## config.mk

```make
export PLATFORM = sky130hd
export DESIGN_NAME = scanline_gen
export DESIGN_NICKNAME = d
export VERILOG_FILES = /design/src/rtl/scanline_gen_pkg.sv /design/src/rtl/scanline_gen_sl_atten.sv /design/src/rtl/scanline_gen.sv
export SDC_FILE = /design/constraint.sdc
export NUM_CORES = 1
export LEC_CHECK = 0
export CAP_MARGIN = 30
export CORE_MARGIN = 2
export CORE_UTILIZATION = 60
export CTS_CLUSTER_DIAMETER = 30
export DETAILED_ROUTE_END_ITERATION = 8
export PLACE_DENSITY = 0.95
export SLEW_MARGIN = 20
export SYNTH_ARGS = -nofsm -noshare
export SYNTH_HDL_FRONTEND = slang
export SYNTH_HIERARCHICAL = 1
export SYNTH_SLANG_ARGS = --single-unit
```

## constraint.sdc

```tcl
create_clock -name PCLK_i -period 7.71 [get_ports PCLK_i]
set_clock_uncertainty 0.1 [all_clocks]
set_input_delay 0.771 -clock PCLK_i [delete_from_list [all_inputs] [get_ports PCLK_i]]
set_output_delay 0.771 -clock PCLK_i [all_outputs]
set_load 0.01 [all_outputs]
```

## src/rtl/scanline_gen_pkg.sv

```systemverilog
// Shared definitions for the scanline generator: config field positions,
// pipeline latency, shadow-config and timing-bundle types.
package scanline_gen_pkg;

  localparam int unsigned SL_LATENCY = 3;

  // sl_config fields
  localparam int unsigned L_MASK_LSB  = 0;
  localparam int unsigned L_PER_LSB   = 16;
  localparam int unsigned L_PHASE_LSB = 20;
  localparam int unsigned STR_LSB     = 24;
  // sl_config2 fields
  localparam int unsigned C_MASK_LSB  = 0;
  localparam int unsigned C_PER_LSB   = 16;
  localparam int unsigned ENABLE_BIT  = 20;

  typedef struct packed {
    logic [15:0] l_mask;
    logic [3:0]  l_per_m1;
    logic [3:0]  l_phase;
    logic [3:0]  str;
    logic [15:0] c_mask;
    logic [3:0]  c_per_m1;
    logic        enable;
  } sl_cfg_t;

  typedef struct packed {
    logic        hsync;
    logic        vsync;
    logic        de;
    logic [11:0] xpos;
    logic [10:0] ypos;
  } sl_timing_t;

  localparam sl_timing_t TIMING_RESET = '{hsync: 1'b1, vsync: 1'b1, de: 1'b0,
                                          xpos: 12'd0, ypos: 11'd0};

  // Advance a phase counter, wrapping after per_m1 (also recovers from cur > per_m1).
  function automatic logic [3:0] phase_step(input logic [3:0] cur, input logic [3:0] per_m1);
    return (cur >= per_m1) ? 4'd0 : cur + 4'd1;
  endfunction

endpackage

```

## src/rtl/scanline_gen_sl_atten.sv

```systemverilog
// One colour channel scaled by (16 - STR)/16, result registered.
module sl_atten (
  input  logic       PCLK_i,
  input  logic       reset_i,
  input  logic [7:0] pix_i,
  input  logic [3:0] str_i,
  output logic [7:0] pix_o
);

  logic [4:0]  gain;
  logic [12:0] prod;
  logic [8:0]  scaled;

  always_comb begin
    gain   = 5'd16 - {1'b0, str_i};
    prod   = {5'd0, pix_i} * {8'd0, gain};
    scaled = prod[12:4];
  end

  // scaled[8] can never be set (255*16 < 4096); the clamp only keeps every product bit in use.
  always_ff @(posedge PCLK_i) begin
    if (reset_i) pix_o <= '0;
    else         pix_o <= scaled[8] ? 8'hFF : scaled[7:0];
  end

endmodule

```

## src/rtl/scanline_gen.sv

```systemverilog
// Scanline overlay: 3-stage pipeline that attenuates selected lines/columns
// of the pixel stream, with config shadowed at each VSYNC falling edge.
module scanline_gen
  import scanline_gen_pkg::*;
(
  input  logic        PCLK_i,
  input  logic        reset_i,
  input  logic [7:0]  R_i,
  input  logic [7:0]  G_i,
  input  logic [7:0]  B_i,
  input  logic        HSYNC_i,
  input  logic        VSYNC_i,
  input  logic        DE_i,
  input  logic [11:0] xpos_i,
  input  logic [10:0] ypos_i,
  input  logic [31:0] sl_config,
  input  logic [31:0] sl_config2,
  output logic [7:0]  R_o,
  output logic [7:0]  G_o,
  output logic [7:0]  B_o,
  output logic        HSYNC_o,
  output logic        VSYNC_o,
  output logic        DE_o,
  output logic [11:0] xpos_o,
  output logic [10:0] ypos_o
);

  sl_cfg_t    cfg_sh, cfg_in;
  logic       vsync_prev;
  logic [3:0] lphase, cphase, lphase_nxt, cphase_nxt;
  logic       sl_flag;
  sl_timing_t tin, t1, t2;
  logic [23:0] rgb1, rgb2;
  logic       flag1, flag2;
  logic [3:0] str1;
  logic [7:0] r_att, g_att, b_att;
  logic       unused_cfg_bits;

  assign unused_cfg_bits = &{1'b0, sl_config[31:28], sl_config2[31:21]};

  always_comb begin
    cfg_in = '{l_mask:   sl_config[L_MASK_LSB +: 16],
               l_per_m1: sl_config[L_PER_LSB +: 4],
               l_phase:  sl_config[L_PHASE_LSB +: 4],
               str:      sl_config[STR_LSB +: 4],
               c_mask:   sl_config2[C_MASK_LSB +: 16],
               c_per_m1: sl_config2[C_PER_LSB +: 4],
               enable:   sl_config2[ENABLE_BIT]};
    tin = '{hsync: HSYNC_i, vsync: VSYNC_i, de: DE_i, xpos: xpos_i, ypos: ypos_i};
  end

  // Phases are resolved combinationally so the pixel uses the value that applies to it.
  always_comb begin
    lphase_nxt = lphase;
    cphase_nxt = cphase;
    if (DE_i) begin
      if (xpos_i == '0) begin
        cphase_nxt = '0;
        if (ypos_i == '0)
          lphase_nxt = (cfg_sh.l_phase > cfg_sh.l_per_m1) ? cfg_sh.l_per_m1 : cfg_sh.l_phase;
        else
          lphase_nxt = phase_step(lphase, cfg_sh.l_per_m1);
      end else begin
        cphase_nxt = phase_step(cphase, cfg_sh.c_per_m1);
      end
    end
    sl_flag = cfg_sh.enable & (cfg_sh.l_mask[lphase_nxt] | cfg_sh.c_mask[cphase_nxt]);
  end

  always_ff @(posedge PCLK_i) begin
    if (reset_i) begin
      cfg_sh     <= '0;
      vsync_prev <= 1'b0;
      lphase     <= '0;
      cphase     <= '0;
    end else begin
      vsync_prev <= VSYNC_i;
      if (vsync_prev && !VSYNC_i) cfg_sh <= cfg_in;
      lphase <= lphase_nxt;
      cphase <= cphase_nxt;
    end
  end

  sl_atten u_atten_r (.PCLK_i(PCLK_i), .reset_i(reset_i), .pix_i(rgb1[23:16]), .str_i(str1), .pix_o(r_att));
  sl_atten u_atten_g (.PCLK_i(PCLK_i), .reset_i(reset_i), .pix_i(rgb1[15:8]),  .str_i(str1), .pix_o(g_att));
  sl_atten u_atten_b (.PCLK_i(PCLK_i), .reset_i(reset_i), .pix_i(rgb1[7:0]),   .str_i(str1), .pix_o(b_att));

  always_ff @(posedge PCLK_i) begin
    if (reset_i) begin
      t1      <= TIMING_RESET;
      t2      <= TIMING_RESET;
      rgb1    <= '0;
      rgb2    <= '0;
      flag1   <= 1'b0;
      flag2   <= 1'b0;
      str1    <= '0;
      R_o     <= '0;
      G_o     <= '0;
      B_o     <= '0;
      HSYNC_o <= 1'b1;
      VSYNC_o <= 1'b1;
      DE_o    <= 1'b0;
      xpos_o  <= '0;
      ypos_o  <= '0;
    end else begin
      t1    <= tin;
      rgb1  <= {R_i, G_i, B_i};
      flag1 <= sl_flag;
      str1  <= cfg_sh.str;
      t2    <= t1;
      rgb2  <= rgb1;
      flag2 <= flag1;
      HSYNC_o <= t2.hsync;
      VSYNC_o <= t2.vsync;
      DE_o    <= t2.de;
      xpos_o  <= t2.xpos;
      ypos_o  <= t2.ypos;
      if (!t2.de)     {R_o, G_o, B_o} <= '0;
      else if (flag2) {R_o, G_o, B_o} <= {r_att, g_att, b_att};
      else            {R_o, G_o, B_o} <= rgb2;
    end
  end

endmodule
```

==> results of run 1 <==
-- layout make-up --
class	instances	area, sq um	area share
clock inverter	29	348	0.0232
timing repair buffer	155	1560	0.104
clock buffer	46	1110	0.0739
inverter	76	285	0.0190
tap	265	332	0.0221
multi-input combinational	884	6590	0.439
sequential	238	4760	0.318
-- metal layers --
metal / global-route usage / wire [microns]
met1: 0.307 / 10900
met2: 0.493 / 14400
met3: 0.0497 / 1470
met4: 0.105 / 756
met5: 0 / 0
-- Yosys cell counts (3+ instances only) --
master / number
a31oi_1: 8
o22ai_1: 3
buf_1: 7
nor3b_1: 3
nor2_1: 46
o21bai_1: 3
o211ai_1: 7
mux2i_1: 38
nand4_1: 4
nand2b_1: 7
or2_2: 7
nand3b_1: 3
a211oi_1: 7
o21ai_0: 23
nand2_1: 155
o21a_1: 4
nand3_1: 16
a21o_1: 8
and2_4: 3
a21oi_1: 74
ha_1: 74
xnor2_1: 13
o2111ai_1: 4
nor3_1: 14
o21ai_2: 3
and2_1: 85
xor2_1: 13
clkbuf_1: 34
a22oi_1: 4
nor4_2: 3
fa_1: 51
nor4_1: 5
inv_1: 76
buf_6: 3
a21oi_2: 9
and3_1: 6
dfxtp_1: 238
nor2b_1: 130
a21boi_0: 5
-- logic make-up (layout without fill, tap and decap cells) --
kind of cell | count (synthesis) | in the layout | share of synthesized area
simple gates | 500 | 500 | 0.226
flops | 238 | 238 | 0.403
compound gates | 193 | 193 | 0.111
fa+ha+maj | 125 | 125 | 0.165
buf+inv | 122 | 306 | 0.0413
mux | 40 | 40 | 0.0344
xor+xnor | 26 | 26 | 0.0193
-- registers in the layout (all words and copies together) (netlist names), 4 cells and up --
register	cells
R_o	8
t1	26
ypos_o	11
B_o	8
cfg_sh	49
t2	26
u_atten_b/pix_o	8
cphase	4
u_atten_r/pix_o	8
rgb1	24
lphase	4
u_atten_g/pix_o	8
G_o	8
str1	4
rgb2	24
xpos_o	12
-- how the worst max path moves through the flow --
stage	start	end	slack, ns	depth (start not counted)
after floorplan	str1[0]	u_atten_g/pix_o[2]	3.08	16
after global placement	str1[0]	u_atten_g/pix_o[5]	2.28	15
after CTS	str1[0]	u_atten_g/pix_o[6]	2.03	15
final	str1[0]	u_atten_g/pix_o[6]	2.13	16
after global routing	str1[0]	u_atten_g/pix_o[6]	1.88	16
after detailed placement	str1[0]	u_atten_g/pix_o[6]	2.07	15
-- report_power, final --
group          total [mW]  switching (mW)  internal, mW
clock network        1.87           0.651          1.22
logic               0.292           0.149         0.143
registers            1.31          0.0289          1.28
total                3.47           0.829          2.65
-- stage by stage --
stage                     total power [mW]  instance area [sq um]  hold WS (ns)   util  cells
after floorplan                       1.50                  11800         0.289      -   1244
after global placement                1.60                  13500         0.292  0.695   1615
after detailed placement              1.62                  13500         0.297  0.696   1616
after CTS                             3.50                  15000         0.311  0.771   1691
after global routing                  3.59                  15000         0.323  0.773   1693
final                                 3.47                  15000         0.306  0.773   1693
==> qor.tcl, run 1 <==
set qor(status) {finished, final reports clean}
set qor(timing.hold.worst.class) {flop to flop}
set qor(fillers) 1253
set qor(crit_path_top_delay_cell) {dfxtp_1}
set qor(synthesis.instances) 1244
set qor(ir_worst_vdd_mv) 0.157
set qor(die_area_sq_um) 20900
set qor(critical_path.endpoint_type) {flop}
set qor(post_drt_via_cell_ratio) 5.47
set qor(startpoint_type) {flop}
set qor(worst_flop_to_flop_path_startpoint) {str1[0]}
set qor(initial_utilization) 0.610
set qor(max_clock_freq_mhz) 179
set qor(hold_depth) 1
set qor(postCtsSetupBuffers) 0
set qor(ff2ff_path_depth) 16
set qor(leading_post_synthesis_cells_by_cell_area) {dfxtp_1, fa_1, ha_1}
set qor(placement.io_buffers) 150
set qor(synth_cell_types) 78
set qor(place_congestion) 0.952
set qor(yosysWarningCount) 6
set qor(r2r_slack_ns) 2.13
set qor(count_of_state_elements_after_synthesis) 238
set qor(drc_errors) 0
set qor(clkLatencyLatePin_ns) 0.52
set qor(timing.critical_path.buf_inv) 4
set qor(clk_pin_slew_worst_paths_ns) 0.05
set qor(synth.top_cell.area_share) 0.403
set qor(grt-ovfl-total) 0
set qor(grt_setup_unrepaired) {false}
set qor(grt_start_max_net_pins) 124
set qor(finalWirelength_mm) 27.5
set qor(final.setup.worst_slack_ns) 2.13
set qor(critical_path.cell_chain) {buf_8 -> inv_1 -> ha_1 -> xnor2_1 -> and2_1 -> fa_1 -> fa_1 -> inv_1 -> fa_1 -> inv_1 -> ha_1 -> and2_4 -> and3_1 -> a41o_1 -> o21ai_0 -> o211ai_1}
set qor(postSynthNetCount) 1485
set qor(crit_family) {adder cells}
set qor(clockRootBuffer) {clkbuf_16}
set qor(commonest_cells_after_routing_fill_and_taps_aside) {dfxtp_1, nand2_1, clkdlybuf4s50_1}
set qor(min_from) {t2[25]}
set qor(nets) 1637
set qor(post-place-ws_ns) 2.07
set qor(power_density_nw_per_um2) 232
set qor(post-route-period-util) 0.724
set qor(number_of_global_route_vias_before_repair) 9278
set qor(drt_pass_1_iters) 7
set qor(hold-path-endpoint) {HSYNC_o}
set qor(timing.final.setup_violations) 0
set qor(htree_levels) 2
set qor(cellLeakagePower_nw) 6.22
set qor(vias) 9255
set qor(finalSetupTns_ns) 0
set qor(timing.final.crit_period_ns) 5.58
set qor(hold_buffers) 0
set qor(max_slew_margin) 0.365
set qor(yosysTopAreaCell) {dfxtp_1}
set qor(slew_violations) 0
set qor(max_cap_viol_count) 0
set qor(rows) 51
set qor(cpPeakStageDelay_ns) 0.67
set qor(clock_sink_count) 238
set qor(ys_async_sr_fraction) 0
set qor(core_sq_um) 19400
set qor(post_synth_instance_area_sq_um) 11800
set qor(areaGrowthSynthToFinish_pct) 26.7
set qor(crit_fanout) 15
set qor(initial_antenna_violation_count) 0
set qor(worst-setup-path-type) {flop to flop}
set qor(clock_path_buffers) 3
set qor(tightest_slew_ns) 0.952
set qor(ys_dominant_reg_cell) {dfxtp_1}
set qor(number_of_enable_flip_flop_cells_after_synthesis) 0
set qor(critical_path_data_required_time_ns) 7.95
set qor(ys_seq_area_frac) 0.403
set qor(report.final.hold_viol_count) 0
set qor(ratio_of_cells_with_drive_above_1_in_the_final_layout) 0.0882
set qor(ant_nets) 0
set qor(tritoncts_clock_tree) {yes}
set qor(drt_iter0_drc) 511
set qor(wire_per_inst_microns) 16.3
set qor(ctsResizeCount) 0
set qor(syn_area_per_cell_sq_um) 9.51
set qor(cp_data_arrival_time_ns) 5.82
set qor(grt.total_usage) 0.268
set qor(antenna-diode-count) 0
set qor(wire_length_of_the_first_global_routing_pass_mm) 44.3
set qor(chipHeight_microns) 144
set qor(post-dp-hpwl_mm) 18.7
set qor(chipWidth_microns) 144
set qor(cts-buffers-inserted) 41
set qor(top_level_ports) 166
set qor(crit-reg2reg-capture) {u_atten_g/pix_o[6]}
set qor(final_common_cell) {dfxtp_1}
(Power assumes the default switching activity.)
==> inputs of run 2 (changes only) <==
Settings changed: CORE_UTILIZATION 60 to 55, PLACE_DENSITY 0.95 to 0.9.
Clock period 7.71 ns to 5.5 ns, I/O delays scaled along.
==> run 2 against run 1 <==
Core utilization shrank 5.5 points; sequential share of layout area shrank 0.32 points; cell count grew 1.1%; first-iteration DRC count shrank 22%; routed wire length shrank 1.5%; sequential cell count is the same; critical path type unchanged; largest cell class unchanged; highest routed layer unchanged.
==> qor.tcl, run 2 (synthesized netlist as in run 1, its figures left out) <==
set qor(status) {finished, final reports clean}
set qor(power.switching_fraction) 0.238
set qor(die_area_sq_um) 22700
set qor(drt_pass_1_iters) 5
set qor(worst-setup-path-type) {flop to flop}
set qor(clock_power_share) 0.552
set qor(critical_path.endpoint_type) {flop}
set qor(max_cap_viol_count) 0
set qor(drc_errors) 0
set qor(startpoint_type) {flop}
set qor(finalSetupTns_ns) 0
set qor(grt_start_max_net_pins) 128
set qor(power_density_nw_per_um2) 331
set qor(hold_depth) 1
set qor(report.final.hold_viol_count) 0
set qor(place_congestion) 0.938
set qor(rows) 53
set qor(clkLatencyLatePin_ns) 0.53
set qor(clk_pin_slew_worst_paths_ns) 0.05
set qor(power.internal_mw) 3.82
set qor(worst_flop_to_flop_path_startpoint) {str1[0]}
set qor(sequentialPowerShare) 0.366
set qor(crit_fanout) 13
set qor(max_flop_register) {cfg_sh}
set qor(place.detailed.instances) 1630
set qor(hold-path-endpoint) {VSYNC_o}
set qor(ratio_of_cells_with_drive_above_1_in_the_final_layout) 0.0939
set qor(hold_buffers) 0
set qor(whs_ns) 0.301
set qor(final.setup.worst_slack_ns) 0.183
set qor(tritoncts_clock_tree) {yes}
set qor(final_common_cell) {dfxtp_1}
set qor(grt-ovfl-total) 0
set qor(initial_antenna_violation_count) 0
set qor(r2r_slack_ns) 0.18
set qor(critical_path_data_required_time_ns) 5.81
set qor(top_level_ports) 166
set qor(commonest_cells_after_routing_fill_and_taps_aside) {dfxtp_1, nand2_1, clkdlybuf4s50_1}
set qor(timing.final.crit_period_ns) 5.32
set qor(vias) 9168
set qor(antenna-diode-count) 0
set qor(power_frac_comb) 0.082
set qor(min_from) {t2[24]}
set qor(areaGrowthSynthToFinish_pct) 28.0
set qor(max_slew_margin) 0.379
set qor(cp_data_arrival_time_ns) 5.63
set qor(tightest_slew_ns) 0.932
set qor(grt.total_usage) 0.241
set qor(nets) 1643
set qor(grt_setup_unrepaired) {false}
set qor(largest_register_ff_count) 49
set qor(ff2ff_path_depth) 16
set qor(finalWirelength_mm) 27.1
set qor(chipWidth_microns) 151
set qor(chipHeight_microns) 151
set qor(cts-buffers-inserted) 43
set qor(placement.io_buffers) 150
set qor(number_of_global_route_vias_before_repair) 9222
set qor(switchingPower_mw) 1.19
set qor(wire_length_of_the_first_global_routing_pass_mm) 44.0
set qor(max_clock_freq_mhz) 188
set qor(postLayoutCoreUtil) 0.718
set qor(stdcell_count) 1712
set qor(top_regs) {cfg_sh (49), t1 (26), t2 (26)}
set qor(post-route-period-util) 0.967
set qor(timing.final.setup_violations) 0
set qor(clockRootBuffer) {clkbuf_16}
set qor(cellLeakagePower_nw) 6.32
set qor(slew_violations) 0
set qor(initial_utilization) 0.561
set qor(ir_worst_vdd_mv) 0.251
set qor(ant_nets) 0
set qor(crit_path_start) {str1[0]}
set qor(clock_sink_count) 238
set qor(drt_iter0_drc) 400
set qor(htree_levels) 2
set qor(wire_per_inst_microns) 15.8
set qor(post_drt_via_cell_ratio) 5.36
set qor(post-place-ws_ns) 0.358
set qor(timing.hold.worst.class) {flop to flop}
set qor(clock_path_buffers) 3
set qor(core_sq_um) 21100
set qor(crit-reg2reg-capture) {u_atten_r/pix_o[7]}
set qor(post-dp-hpwl_mm) 18.1
run 2: changes by cell type in the layout (fill, tap and decap cells not counted), moves of 2 or more:
| cell | before | now |
|---|---|---|
| clkinv_8 | 0 | 3 |
| clkbuf_8 | 2 | 5 |
| buf_4 | 2 | 7 |
| clkinvlp_4 | 6 | 1 |
| clkinv_2 | 4 | 7 |
| clkbuf_1 | 1 | 3 |
| inv_6 | 6 | 4 |
run 2: worst max-delay path by stage:
stage	end	slack (ns)	depth (start not counted)
final	u_atten_r/pix_o[7]	0.18	16
after global routing	u_atten_r/pix_o[7]	0.04	16
after CTS	u_atten_r/pix_o[7]	0.31	16
after detailed placement	u_atten_g/pix_o[6]	0.36	15
after global placement	u_atten_g/pix_o[2]	0.49	15
after floorplan	u_atten_g/pix_o[2]	0.87	16
run 2: repair_timing:
| item | in CTS | in global routing |
|---|---|---|
| hold endpoints to repair | 0 | 0 |
| gates resized for setup | 0 | 1 |
| endpoints found under the setup margin | 0 | 1 |
| setup buffers | 0 | 0 |
run 2: area by class of cell:
type,count,area (sq um)
fill,1468,5950
clock buffer,51,1160
tap,275,344
sequential,238,4760
clock inverter,29,395
inverter,76,285
timing repair buffer,159,1600
multi-input combinational,884,6600
run 2: through the flow:
step | cell area, sq um | power, mW
2_1_floorplan | 11800 | 2.11
3_3_place_gp | 13500 | 2.25
3_5_place_dp | 13500 | 2.27
4_1_cts | 15100 | 5.04
5_1_grt | 15100 | 5.19
6_report | 15100 | 5.01
run 2: power by group through the flow:
stage	Sequential [mW]	Clock (mW)	Combinational, mW
floorplan	1.85	0	0.253
global placement	1.87	0	0.382
detailed placement	1.87	0	0.397
CTS	1.83	2.80	0.408
global route	1.84	2.89	0.458
finish	1.83	2.76	0.412
run 2: per-layer routing:
metal | global-route usage | vias up | share of wire
li1 | - | 4469 | -
met1 | 0.284 | 4346 | 0.41
met2 | 0.426 | 283 | 0.51
met3 | 0.0539 | 70 | 0.053
met4 | 0.0944 | 0 | 0.030
met5 | 0 | - | 0
run 2: critical path, stage by stage, from the launching register on:
cell and delay [ns]:
dfxtp_1 0.58, buf_4 0.25, inv_1 0.05, ha_1 0.22
xnor2_1 0.54, and2_1 0.25, fa_1 0.41, fa_1 0.50
inv_1 0.05, fa_1 0.47, inv_1 0.04, ha_1 0.34
a21o_1 0.20, a21o_1 0.24, a211oi_1 0.43, o21bai_1 0.17
a311oi_1 0.36
